File: config.mk
export PLATFORM = sky130hd
export DESIGN_NAME = alu_serial_seq_flat
export DESIGN_NICKNAME = d
export VERILOG_FILES = /design/src/rtl/alu_serial_seq_if.sv /design/src/rtl/alu_serial_seq.sv /design/src/flat_wrapper.sv
export SDC_FILE = /design/constraint.sdc
export NUM_CORES = 1
export LEC_CHECK = 0
export CORE_MARGIN = 4
export CORE_UTILIZATION = 61
export CTS_BUF_LIST = sky130_fd_sc_hd__clkbuf_16
export CTS_CLUSTER_SIZE = 12
export DETAILED_ROUTE_END_ITERATION = 10
export DONT_BUFFER_PORTS = 1
export HOLD_SLACK_MARGIN = 0.08
export PLACE_DENSITY = 0.77
export SLEW_MARGIN = 20
export SYNTH_ARGS = -nofsm -noshare
export SYNTH_HDL_FRONTEND = slang
export SYNTH_SLANG_ARGS = --single-unit
File: constraint.sdc
create_clock -name clk -period 1.9 [get_ports clk]
set_input_delay 0.475 -clock clk [delete_from_list [all_inputs] [get_ports clk]]
set_output_delay 0.475 -clock clk [all_outputs]
set_load 0.05 [all_outputs]
File: src/rtl/alu_serial_seq_if.sv
// Request/response handshake bundle for the bit-serial ALU sequencer.
// master = requester/consumer side, slave = sequencer side.
interface alu_serial_seq_if #(
  parameter int WIDTH = 8
);
  logic             req_valid;
  logic             req_ready;
  logic [2:0]       req_op;
  logic [WIDTH-1:0] req_a;
  logic [WIDTH-1:0] req_b;
  logic             req_cin;
  logic             res_valid;
  logic             res_ready;
  logic [WIDTH-1:0] res_data;
  logic             res_cout;
  logic             res_zero;
  logic             res_err;

  modport master (
    output req_valid, req_op, req_a, req_b, req_cin, res_ready,
    input  req_ready, res_valid, res_data, res_cout, res_zero, res_err
  );

  modport slave (
    input  req_valid, req_op, req_a, req_b, req_cin, res_ready,
    output req_ready, res_valid, res_data, res_cout, res_zero, res_err
  );
endinterface

File: src/rtl/alu_serial_seq.sv
// Bit-serial sequencer feeding a 1-bit ALU slice, LSB first.
// Define SERIAL_SUB_EN to enable op 6 (SUB, A - B).
module alu_serial_seq #(
  parameter int WIDTH = 8
) (
  input  logic        clk,
  input  logic        rst_n,
  alu_serial_seq_if.slave bus,
  output logic [7:0]  alu_m,
  output logic        alu_a,
  output logic        alu_b,
  output logic        alu_c,
  input  logic        alu_out,
  input  logic        alu_next
);

  localparam int CW = (WIDTH > 2) ? $clog2(WIDTH) : 1;

  localparam logic [1:0] IDLE = 2'd0;
  localparam logic [1:0] RUN  = 2'd1;
  localparam logic [1:0] DONE = 2'd2;

  logic [1:0]       state;
  logic [WIDTH-1:0] a_sh;
  logic [WIDTH-1:0] b_sh;
  logic [WIDTH-1:0] r_sh;
  logic [CW-1:0]    cnt;
  logic [7:0]       mode;
  logic             arith;
  logic             inv_b;
  logic             carry;
  logic             cout_q;
  logic             zero_q;
  logic             err_q;

  logic [7:0]       dec_mode;
  logic             dec_arith;
  logic             dec_inv;
  logic             dec_cin;
  logic             dec_legal;
  logic [WIDTH-1:0] r_next;
  logic             run;

  always_comb begin
    dec_mode  = 8'h00;
    dec_arith = 1'b0;
    dec_inv   = 1'b0;
    dec_cin   = 1'b0;
    dec_legal = 1'b1;
    unique case (1'b1)
      bus.req_op == 3'd0: begin
        dec_mode  = 8'h01;
        dec_arith = 1'b1;
      end
      bus.req_op == 3'd1: begin
        dec_mode  = 8'h01;
        dec_arith = 1'b1;
        dec_cin   = bus.req_cin;
      end
      bus.req_op == 3'd2: dec_mode = 8'h02;
      bus.req_op == 3'd3: dec_mode = 8'h04;
      bus.req_op == 3'd4: dec_mode = 8'h08;
      bus.req_op == 3'd5: dec_mode = 8'h10;
`ifdef SERIAL_SUB_EN
      bus.req_op == 3'd6: begin
        dec_mode  = 8'h01;
        dec_arith = 1'b1;
        dec_inv   = 1'b1;
        dec_cin   = 1'b1;
      end
`endif
      default: dec_legal = 1'b0;
    endcase
  end

  assign run    = (state == RUN);
  assign r_next = {alu_out, r_sh[WIDTH-1:1]};

  always_ff @(posedge clk or negedge rst_n) begin
    if (!rst_n) begin
      state  <= IDLE;
      a_sh   <= '0;
      b_sh   <= '0;
      r_sh   <= '0;
      cnt    <= '0;
      mode   <= '0;
      arith  <= 1'b0;
      inv_b  <= 1'b0;
      carry  <= 1'b0;
      cout_q <= 1'b0;
      zero_q <= 1'b0;
      err_q  <= 1'b0;
    end else begin
      unique case (state)
        IDLE: begin
          if (bus.req_valid) begin
            a_sh   <= bus.req_a;
            b_sh   <= bus.req_b;
            r_sh   <= '0;
            cnt    <= '0;
            mode   <= dec_mode;
            arith  <= dec_arith;
            inv_b  <= dec_inv;
            carry  <= dec_cin;
            cout_q <= 1'b0;
            zero_q <= 1'b0;
            err_q  <= ~dec_legal;
            state  <= dec_legal ? RUN : DONE;
          end
        end
        RUN: begin
          a_sh  <= a_sh >> 1;
          b_sh  <= b_sh >> 1;
          r_sh  <= r_next;
          // logic modes never propagate a carry into the next bit
          carry <= arith & alu_next;
          cnt   <= cnt + 1'b1;
          if (cnt == CW'(WIDTH - 1)) begin
            cout_q <= arith & alu_next;
            zero_q <= (r_next == '0);
            state  <= DONE;
          end
        end
        DONE: begin
          if (bus.res_ready) state <= IDLE;
        end
        default: state <= IDLE;
      endcase
    end
  end

  assign bus.req_ready = (state == IDLE);
  assign bus.res_valid = (state == DONE);
  assign bus.res_data  = r_sh;
  assign bus.res_cout  = cout_q;
  assign bus.res_zero  = zero_q;
  assign bus.res_err   = err_q;

  assign alu_m = run ? mode : 8'h00;
  assign alu_a = run & a_sh[0];
  assign alu_b = run & (b_sh[0] ^ inv_b);
  assign alu_c = run & carry;

endmodule
File: src/flat_wrapper.sv
// flat-port wrapper written by rule: the top's interface ports become plain ports
module alu_serial_seq_flat 
#(
  parameter int WIDTH = 8
)
  (clk, rst_n, alu_m, alu_a, alu_b, alu_c, alu_out, alu_next, bus_req_valid, bus_req_op, bus_req_a, bus_req_b, bus_req_cin, bus_res_ready, bus_req_ready, bus_res_valid, bus_res_data, bus_res_cout, bus_res_zero, bus_res_err);
  alu_serial_seq_if #(.WIDTH(WIDTH)) bus_i ();
  input  logic clk;
  input  logic rst_n;
  output logic [7:0] alu_m;
  output logic alu_a;
  output logic alu_b;
  output logic alu_c;
  input  logic alu_out;
  input  logic alu_next;
  input wire logic [$bits(bus_i.req_valid)-1:0] bus_req_valid;
  input wire logic [$bits(bus_i.req_op)-1:0] bus_req_op;
  input wire logic [$bits(bus_i.req_a)-1:0] bus_req_a;
  input wire logic [$bits(bus_i.req_b)-1:0] bus_req_b;
  input wire logic [$bits(bus_i.req_cin)-1:0] bus_req_cin;
  input wire logic [$bits(bus_i.res_ready)-1:0] bus_res_ready;
  output wire logic [$bits(bus_i.req_ready)-1:0] bus_req_ready;
  output wire logic [$bits(bus_i.res_valid)-1:0] bus_res_valid;
  output wire logic [$bits(bus_i.res_data)-1:0] bus_res_data;
  output wire logic [$bits(bus_i.res_cout)-1:0] bus_res_cout;
  output wire logic [$bits(bus_i.res_zero)-1:0] bus_res_zero;
  output wire logic [$bits(bus_i.res_err)-1:0] bus_res_err;
  assign bus_i.req_valid = bus_req_valid;
  assign bus_i.req_op = bus_req_op;
  assign bus_i.req_a = bus_req_a;
  assign bus_i.req_b = bus_req_b;
  assign bus_i.req_cin = bus_req_cin;
  assign bus_i.res_ready = bus_res_ready;
  assign bus_req_ready = bus_i.req_ready;
  assign bus_res_valid = bus_i.res_valid;
  assign bus_res_data = bus_i.res_data;
  assign bus_res_cout = bus_i.res_cout;
  assign bus_res_zero = bus_i.res_zero;
  assign bus_res_err = bus_i.res_err;
  alu_serial_seq #(.WIDTH(WIDTH)) u_core (.clk(clk), .rst_n(rst_n), .bus(bus_i), .alu_m(alu_m), .alu_a(alu_a), .alu_b(alu_b), .alu_c(alu_c), .alu_out(alu_out), .alu_next(alu_next));
endmodule
* Word level (Yosys, flattened, before mapping)
Cells that the tools add are included.
** Word-level totals
- Memories :: 0
- Bits in writable memories :: 0
- Bits in latches :: 0
- Flip-flop bits (word level) :: 42
- Logic and storage cells :: 63
- Memory bits (read-only) :: 0
** Operators by class
- Mux-type cells :: 25
- $add $sub $neg :: 1
- Bitwise gates (word level) :: 5
- Divide/modulo/power cells :: 0
- Equality and inequality tests :: 11
- Reductions and logical operators :: 10
- Shifts and indexed selects :: 0
- $mul :: 0
- Order comparisons :: 0
** Operator list (count)
- 8-bit one-hot mux with 2 select lines :: 3
- 8-bit 2-to-1 mux :: 4
- 5-bit one-hot mux with 5 select lines :: 1
- 3-bit == test, second input constant :: 3
- 8-bit zero test :: 1
- 2-bit 2-to-1 mux :: 4
- 1-bit 2-to-1 mux :: 7
- 3-bit by 2-bit == test with 1-bit output, second input constant :: 2
- 2-bit inequality test, second input constant :: 3
- 1-bit one-hot mux with 2 select lines :: 3
- 2-bit one-hot mux with 3 select lines :: 1
- 3-bit one-hot mux with 2 select lines :: 1
- 3-bit AND reduction :: 2
- 6-bit OR reduction :: 1
- 1-bit AND :: 4
- 2-bit AND reduction :: 2
- 3-bit by 1-bit adder with 3-bit output, second input constant :: 1
- 3-bit by 1-bit == test with 1-bit output, second input constant :: 1
- 3-bit zero test :: 1
- 3-bit 2-to-1 mux :: 1
- 2-bit by 1-bit == test with 1-bit output, second input constant :: 1
- 2-bit == test, second input constant :: 1
- 2-bit zero test :: 1
- 2-bit nonzero test :: 1
- 2 further kinds :: 2

* Depth between registers and ports, before layout
Gate-level depths: netlist (run 1).
- Depth in word-level cells :: 6
- Mapped depth :: 5
- Depth with buffers taken out :: 5

* Worst setup path after synthesis (run 1)
OpenSTA, ideal clock, no wires.
- Path kind :: register -> output
- From :: register u_core.state[0]
- To :: output bus_req_ready
- Buffers on the path :: 3
- Data arrival time :: 1500 ps
- Cell stages (with the launch flop) :: 5
- Required time :: 1425 ps
- Setup slack :: -75 ps
- Cells stage by stage :: dfrtp_1 -> buf_2 -> buf_2 -> buf_2 -> nor2_1
** On the way
- Word-level cells in the longest chain between the ends :: 1
** RTL lines
- start: declaration :: line alu_serial_seq.sv:23 : logic [1:0] state;
- start signal: assignment :: line alu_serial_seq.sv:108 : state <= dec_legal ? RUN : DONE;
- 2-bit zero test :: line alu_serial_seq.sv:132 : assign bus.req_ready = (state == IDLE);
- end: declaration :: line flat_wrapper.sv:22 : output wire logic [$bits(bus_i.req_ready)-1:0] bus_req_ready;
No other way between the ends.

* Worst setup path in the final report (run 1)
- From :: register u_core.state[0]
- To :: output alu_m[1]
** On the way
- Word-level cells in the longest chain between the ends :: 2
** RTL lines
- 2-bit by 1-bit == test with 1-bit output :: line alu_serial_seq.sv:76 : assign run = (state == RUN);
- 8-bit 2-to-1 mux :: line alu_serial_seq.sv:139 : assign alu_m = run ? mode : 8'h00;
- end: declaration :: line flat_wrapper.sv:10 : output logic [7:0] alu_m;
No other way between the ends.

==> results of run 1 <==
final timing paths:
kind / cells past startpoint / slack [ns] / startpoint / end
max: 3 / 0.09 / u_core.state[0] / alu_m[1]
min: 1 / 0.29 / bus_req_op[2] / u_core.mode[1]
max reg2reg: 4 / 0.16 / u_core.state[1] / u_core.mode[3]
min reg2reg: 2 / 0.48 / u_core.a_sh[0] / u_core.a_sh[0]
max in group asynchronous: 2 / 1.06 / rst_n / u_core.b_sh[1]
min in group asynchronous: 2 / 0.66 / rst_n / u_core.a_sh[5]
cell type report:
| class | instances | area [µm²] | area share, % |
|---|---|---|---|
| flip-flops and latches | 39 | 975.9 | 45.27 |
| multi-input cells | 131 | 805.8 | 37.38 |
| repair buffers | 15 | 193.9 | 8.996 |
| clock buffers | 5 | 125.1 | 5.804 |
| well taps | 31 | 38.79 | 1.799 |
| clock inverters | 2 | 8.758 | 0.4063 |
| inverters | 2 | 7.507 | 0.3482 |
repair_timing:
item / 4_1_cts / 5_1_grt
hold buffers: 2 / 0
gates resized for setup: 2 / 2
setup endpoints to repair: 6 / 6
endpoints found under the hold margin: 39 / 0
critical path: cells and delay by family (launching register included):
family / cells / cell delay (ns)
AND/OR/NAND/NOR: 2 / 0.51
flip-flops: 1 / 0.37
buffers and inverters: 1 / 0.18
Yosys cell counts (all sizes together):
cell     n  area, µm²
dfrtp   39      975.9
nor4     2      12.51
and3b   14      122.6
a22o     9      78.83
nand3    4      20.02
nor2     2      7.510
mux2     1      11.26
inv      2      7.510
clkbuf   6      22.52
a32oi    1      8.760
nand2b   2      12.51
o22ai    1      6.260
or3b     1      8.760
a21oi   16      80.08
conb     1      3.750
nand2   29      108.9
and2     9      56.30
o31ai    3      22.52
ha       2      25.02
or3      1      11.26
o21bai   1      7.510
o41ai    2      17.52
mux2i    1      10.01
buf     11      62.56
nor2b    5      31.28
o21ai   22      110.1
where the power goes:
group / switching, mW / internal (mW)
clock network: 0.298 / 0.471
logic: 0.934 / 0.658
registers: 0.553 / 1.17
total: 1.78 / 2.30
cell families (layout without fill, tap and decap cells):
group | after synthesis | in the layout | synth area share [%]
other cells | 1 | 3 | 0.2036
fa+ha+maj | 2 | 2 | 1.358
flops | 39 | 39 | 52.99
mux | 2 | 2 | 1.155
compound gates | 55 | 55 | 18.00
buf+inv | 19 | 24 | 5.027
simple gates | 69 | 69 | 21.26
stage by stage:
step           cells  utilization (%)  hold WS (ns)
2_1_floorplan    189                -        0.1794
3_3_place_gp     216            69.97        0.1805
3_5_place_dp     216            69.97        0.1806
4_1_cts          225            75.98        0.2867
5_1_grt          225            76.21        0.2912
6_report         225            76.21        0.2899
layer usage:
metal / global-route usage, % / vias up
met4: 8.815 / 0
met2: 32.94 / 48
met3: 7.914 / 7
met5: 0 / -
li1: - / 660
met1: 24.65 / 657
cell usage in the layout (no fill, tap or decap), types with 2 or more instances in the layout:
master / n
a21oi_1: 16
a22o_1: 9
and2_2: 7
and3b_1: 14
buf_12: 6
buf_4: 7
clkbuf_16: 5
conb_1: 3
dfrtp_1: 39
ha_1: 2
inv_1: 2
nand2_1: 29
nand2b_1: 2
nand3_1: 4
nor2b_1: 4
nor4_1: 2
o21ai_0: 21
o31ai_1: 3
o41ai_1: 2
registers in the layout (all words and copies together), names as in the netlist:
| name | count |
|---|---|
| u_core.a_sh | 8 |
| u_core.b_sh | 8 |
| u_core.bus.res_data | 8 |
| u_core.mode | 5 |
| u_core.cnt | 3 |
| u_core.state | 2 |
| u_core.arith | 1 |
| u_core.bus.res_cout | 1 |
| u_core.bus.res_err | 1 |
| u_core.bus.res_zero | 1 |
| u_core.carry | 1 |
==> impl_metrics.env, run 1 <==
export IMPL_status="complete, no violations"
export IMPL_fp_dieH_um=62.95
export IMPL_start_util_pct=65.10
export IMPL_die_width_um=62.95
export IMPL_drt_antenna_violating_nets=0
export IMPL_wirelength_um=3660
export IMPL_fin_crit_sh_pct=95.00
export IMPL_hold_viol_final=0
export IMPL_finalClockSkew_ns=0.003748
export IMPL_drive_above_1_share_pct=17.01
export IMPL_synth_seq_cells=39
export IMPL_clock_root_buffer="clkbuf_16"
export IMPL_grt_max_degree=40
export IMPL_drv_cap=0
export IMPL_die_area_um2=3963
export IMPL_fin_total_pwr_mw=4.083
export IMPL_leakagePower_nw=1.040
export IMPL_irDropWorstVdd_uv=1055
export IMPL_critPathMaxFanout=17
export IMPL_fin_ws_ns=0.09492
export IMPL_drt_initial_drc_count=63
export IMPL_clock_sinks=39
export IMPL_fin_area_um2=2156
export IMPL_drt_pass1_iter_count=4
export IMPL_fill_cells=194
export IMPL_cp_start_kind="flop"
export IMPL_ys_seq_area_share_pct=52.99
export IMPL_synthesis_area_um2=1842
export IMPL_grt_usage_pct=20.60
export IMPL_max_slew_worst_pin_slew_ns=0.5426
export IMPL_cp_required_ns=1.42
export IMPL_io_buffers=0
export IMPL_place_area_um2=1979
export IMPL_grt_pass1_vias=1441
export IMPL_clkSlewWorstSetupHoldPaths_ns=0.05
export IMPL_fin_tns_setup_ns=0
export IMPL_layout_nets=222
export IMPL_antenna_cells=0
export IMPL_postCtsSetupRepairBufs=0
export IMPL_crit_path_cell_trace="nor2b_4, buf_6, and2_2"
export IMPL_endpoint_kind="primary output"
export IMPL_wl_met3_um=312
export IMPL_highest_layer="met4"
export IMPL_grt_pass1_wl_um=6527
export IMPL_hold_path_class="input pin to flop"
export IMPL_dpl_hpwl_um=2489
export IMPL_crit_slowest_cell="dfrtp_1"
export IMPL_worstSetupPathType="flop to primary output"
export IMPL_relSlewSlack_pct=63.82
export IMPL_met1_length_um=1597
export IMPL_max_stage_delay_ns=0.37
export IMPL_synth_warnings=0
export IMPL_finalSetupViolCount=0
export IMPL_max_freq_ghz=0.5540
export IMPL_synth_area_per_cell_um2=9.849
export IMPL_grt_ovfl_total=0
export IMPL_drc_errors=0
export IMPL_core_area_um2=2829
export IMPL_synth_distinct_cells=28
export IMPL_preCtsSetupSlack_ns=0.1972
export IMPL_antenna_found_initial=0
export IMPL_route_met2_wl_um=1696
export IMPL_cts_buffers=5
export IMPL_routed_via_density=6.098
export IMPL_cts_htree_levels=2
export IMPL_clockBufferDepth=2
export IMPL_period_minus_slack_ns=1.805
export IMPL_rsz0062_at_grt="no"
export IMPL_row_count=19
export IMPL_clk_latency_ns=0.28
export IMPL_syn_to_final_growth_pct=17.05
export IMPL_vias=1372
export IMPL_gp_congestion=0.7651
export IMPL_crit_arrival_ns=1.33
export IMPL_wl_per_cell_um=16.27
export IMPL_netlist_instances=187
export IMPL_pwr_density_cell_nw_per_um2=1894
export IMPL_io_pins=50
export IMPL_cts_tree="yes"
export IMPL_finalMaxSlewViolations=0
(Power assumes the default switching activity.)
==> run 2, diff against run 1 <==
Settings changed: CTS_BUF_LIST sky130_fd_sc_hd__clkbuf_16 to unset.
==> run 2 against run 1 <==
  * Register-to-register slack about the same
  * Hold slack got worse by 0.061 ns
  * Combinational power increased by 4%
  * Sequential share of layout area increased by 1.1 points
  * Cell area decreased by 2.4%
  * Clock skew increased by 0.0049 ns
  * Critical endpoint is now bus_res_valid
  * Highest routed layer unchanged
==> impl_metrics.env, run 2 (synthesized netlist as in run 1, its figures left out) <==
export IMPL_cp_start_kind="flop"
export IMPL_fin_area_um2=2103
export IMPL_finalMaxSlewViolations=0
export IMPL_hold_viol_final=0
export IMPL_clock_sinks=39
export IMPL_antenna_cells=0
export IMPL_clockBufferDepth=2
export IMPL_die_width_um=62.95
export IMPL_final_common_cell="dfrtp_1"
export IMPL_layout_nets=224
export IMPL_clkSlewWorstSetupHoldPaths_ns=0.11
export IMPL_final_util_pct=74.35
export IMPL_crit_slowest_cell="dfrtp_1"
export IMPL_leakagePower_nw=1.021
export IMPL_max_stage_delay_ns=0.42
export IMPL_endpoint_kind="primary output"
export IMPL_grt_usage_pct=20.33
export IMPL_final_cell_mix="dfrtp_1, nand2_1, o21ai_0, a21oi_1, and3b_1"
export IMPL_irDropWorstVdd_uv=959.7
export IMPL_core_area_um2=2829
export IMPL_crit_arrival_ns=1.35
export IMPL_io_buffers=0
export IMPL_wirelength_um=3632
export IMPL_drt_initial_drc_count=66
export IMPL_start_util_pct=65.10
export IMPL_drt_antenna_violating_nets=0
export IMPL_fin_total_pwr_mw=3.798
export IMPL_worstSetupPathType="flop to primary output"
export IMPL_clk_latency_ns=0.33
export IMPL_max_freq_ghz=0.5477
export IMPL_drive_above_1_share_pct=18.37
export IMPL_drt_pass1_iter_count=4
export IMPL_place_area_um2=1979
export IMPL_vias=1355
export IMPL_syn_to_final_growth_pct=14.20
export IMPL_hold_path_class="input pin to flop"
export IMPL_grt_pass1_vias=1403
export IMPL_grt_ovfl_total=0
export IMPL_dpl_hpwl_um=2489
export IMPL_cp_required_ns=1.42
export IMPL_fin_crit_sh_pct=96.09
export IMPL_row_count=19
export IMPL_drc_errors=0
export IMPL_clock_root_buffer="clkbuf_4"
export IMPL_fp_dieH_um=62.95
export IMPL_cts_tree="yes"
export IMPL_period_minus_slack_ns=1.826
export IMPL_max_slew_worst_pin_slew_ns=0.5417
export IMPL_grt_pass1_wl_um=6417
export IMPL_cts_buffers=5
export IMPL_worst_path_most_repeated_cell="buf_4"
export IMPL_status="complete, no violations"
export IMPL_fin_tns_setup_ns=0
export IMPL_drv_cap=0
export IMPL_pwr_density_cell_nw_per_um2=1806
export IMPL_routed_via_density=5.969
export IMPL_finalClockSkew_ns=0.008611
export IMPL_relSlewSlack_pct=63.89
export IMPL_die_area_um2=3963
export IMPL_io_pins=50
export IMPL_crit_path_cell_trace="buf_4, nor2b_1, buf_4"
export IMPL_cts_htree_levels=2
export IMPL_antenna_found_initial=0
export IMPL_finalSetupViolCount=0
export IMPL_grt_max_degree=40
export IMPL_gp_congestion=0.7651
export IMPL_wl_per_cell_um=16.00
export IMPL_critPathMaxFanout=37
export IMPL_rsz0062_at_grt="yes"
-- run 2: cell count changes in the layout (fill, tap and decap cells not counted) --
cell	delta
and2_2	-5
and2_4	+5
buf_4	+1
buf_6	+1
clkbuf_16	-5
clkbuf_4	+5
clkbuf_8	+1
clkinv_1	-1
-- run 2: stage by stage --
step | setup slack, ns | instances | hold WS [ns]
after floorplan | 0.06427 | 189 | 0.1794
after global placement | 0.2993 | 216 | 0.1805
after detailed placement | 0.1972 | 216 | 0.1806
after CTS | 0.01772 | 227 | 0.2123
after global routing | -0.01364 | 227 | 0.2063
final | 0.07424 | 227 | 0.2286
-- run 2: power breakdown --
part	total (mW)	switching (mW)	leakage [nW]	internal (mW)
Sequential	1.72	0.557	0.511	1.16
Clock	0.424	0.252	0.0341	0.172
Combinational	1.65	0.945	0.476	0.708
Total	3.80	1.75	1.02	2.04
-- run 2: final timing paths --
kind | end | slack (ns) | cells past startpoint | start
max | bus_res_valid | 0.07 | 3 | u_core.state[0]
min in group asynchronous | u_core.a_sh[4] | 0.58 | 2 | rst_n
max reg2reg | u_core.mode[3] | 0.17 | 4 | u_core.state[1]
min | u_core.mode[1] | 0.23 | 1 | bus_req_op[2]
max in group asynchronous | u_core.b_sh[1] | 1.13 | 2 | rst_n
min reg2reg | u_core.a_sh[0] | 0.49 | 2 | u_core.a_sh[0]
-- run 2: critical path: cells and delay by family, from the launching register on --
| family | cells | cell delay, ns |
|---|---|---|
| simple gates | 1 | 0.14 |
| buf+inv | 2 | 0.46 |
| flops | 1 | 0.42 |
-- run 2: repair_timing --
item / CTS / global route
setup buffers: 2 / 0
endpoints found under the hold margin: 39 / 0
resized for setup: 4 / 6
endpoints found under the setup margin: 6 / 5
hold buffers: 2 / 0
-- run 2: cell type report --
class | count | area [µm²]
Clock buffer | 6 | 51.30
Fill cell | 213 | 725.7
Tap cell | 31 | 38.79
Inverter | 2 | 7.507
Sequential cell | 39 | 975.9
Clock inverter | 1 | 5.005
Multi-Input combinational cell | 131 | 812.0
Timing Repair Buffer | 17 | 212.7
-- run 2: metal layers --
metal | global-route usage (%) | wire (µm) | up-vias
li1 | - | - | 663
met1 | 25.12 | 1626 | 644
met2 | 31.88 | 1654 | 43
met3 | 9.532 | 311 | 5
met4 | 5.510 | 38 | 0
met5 | 0 | 0 | -
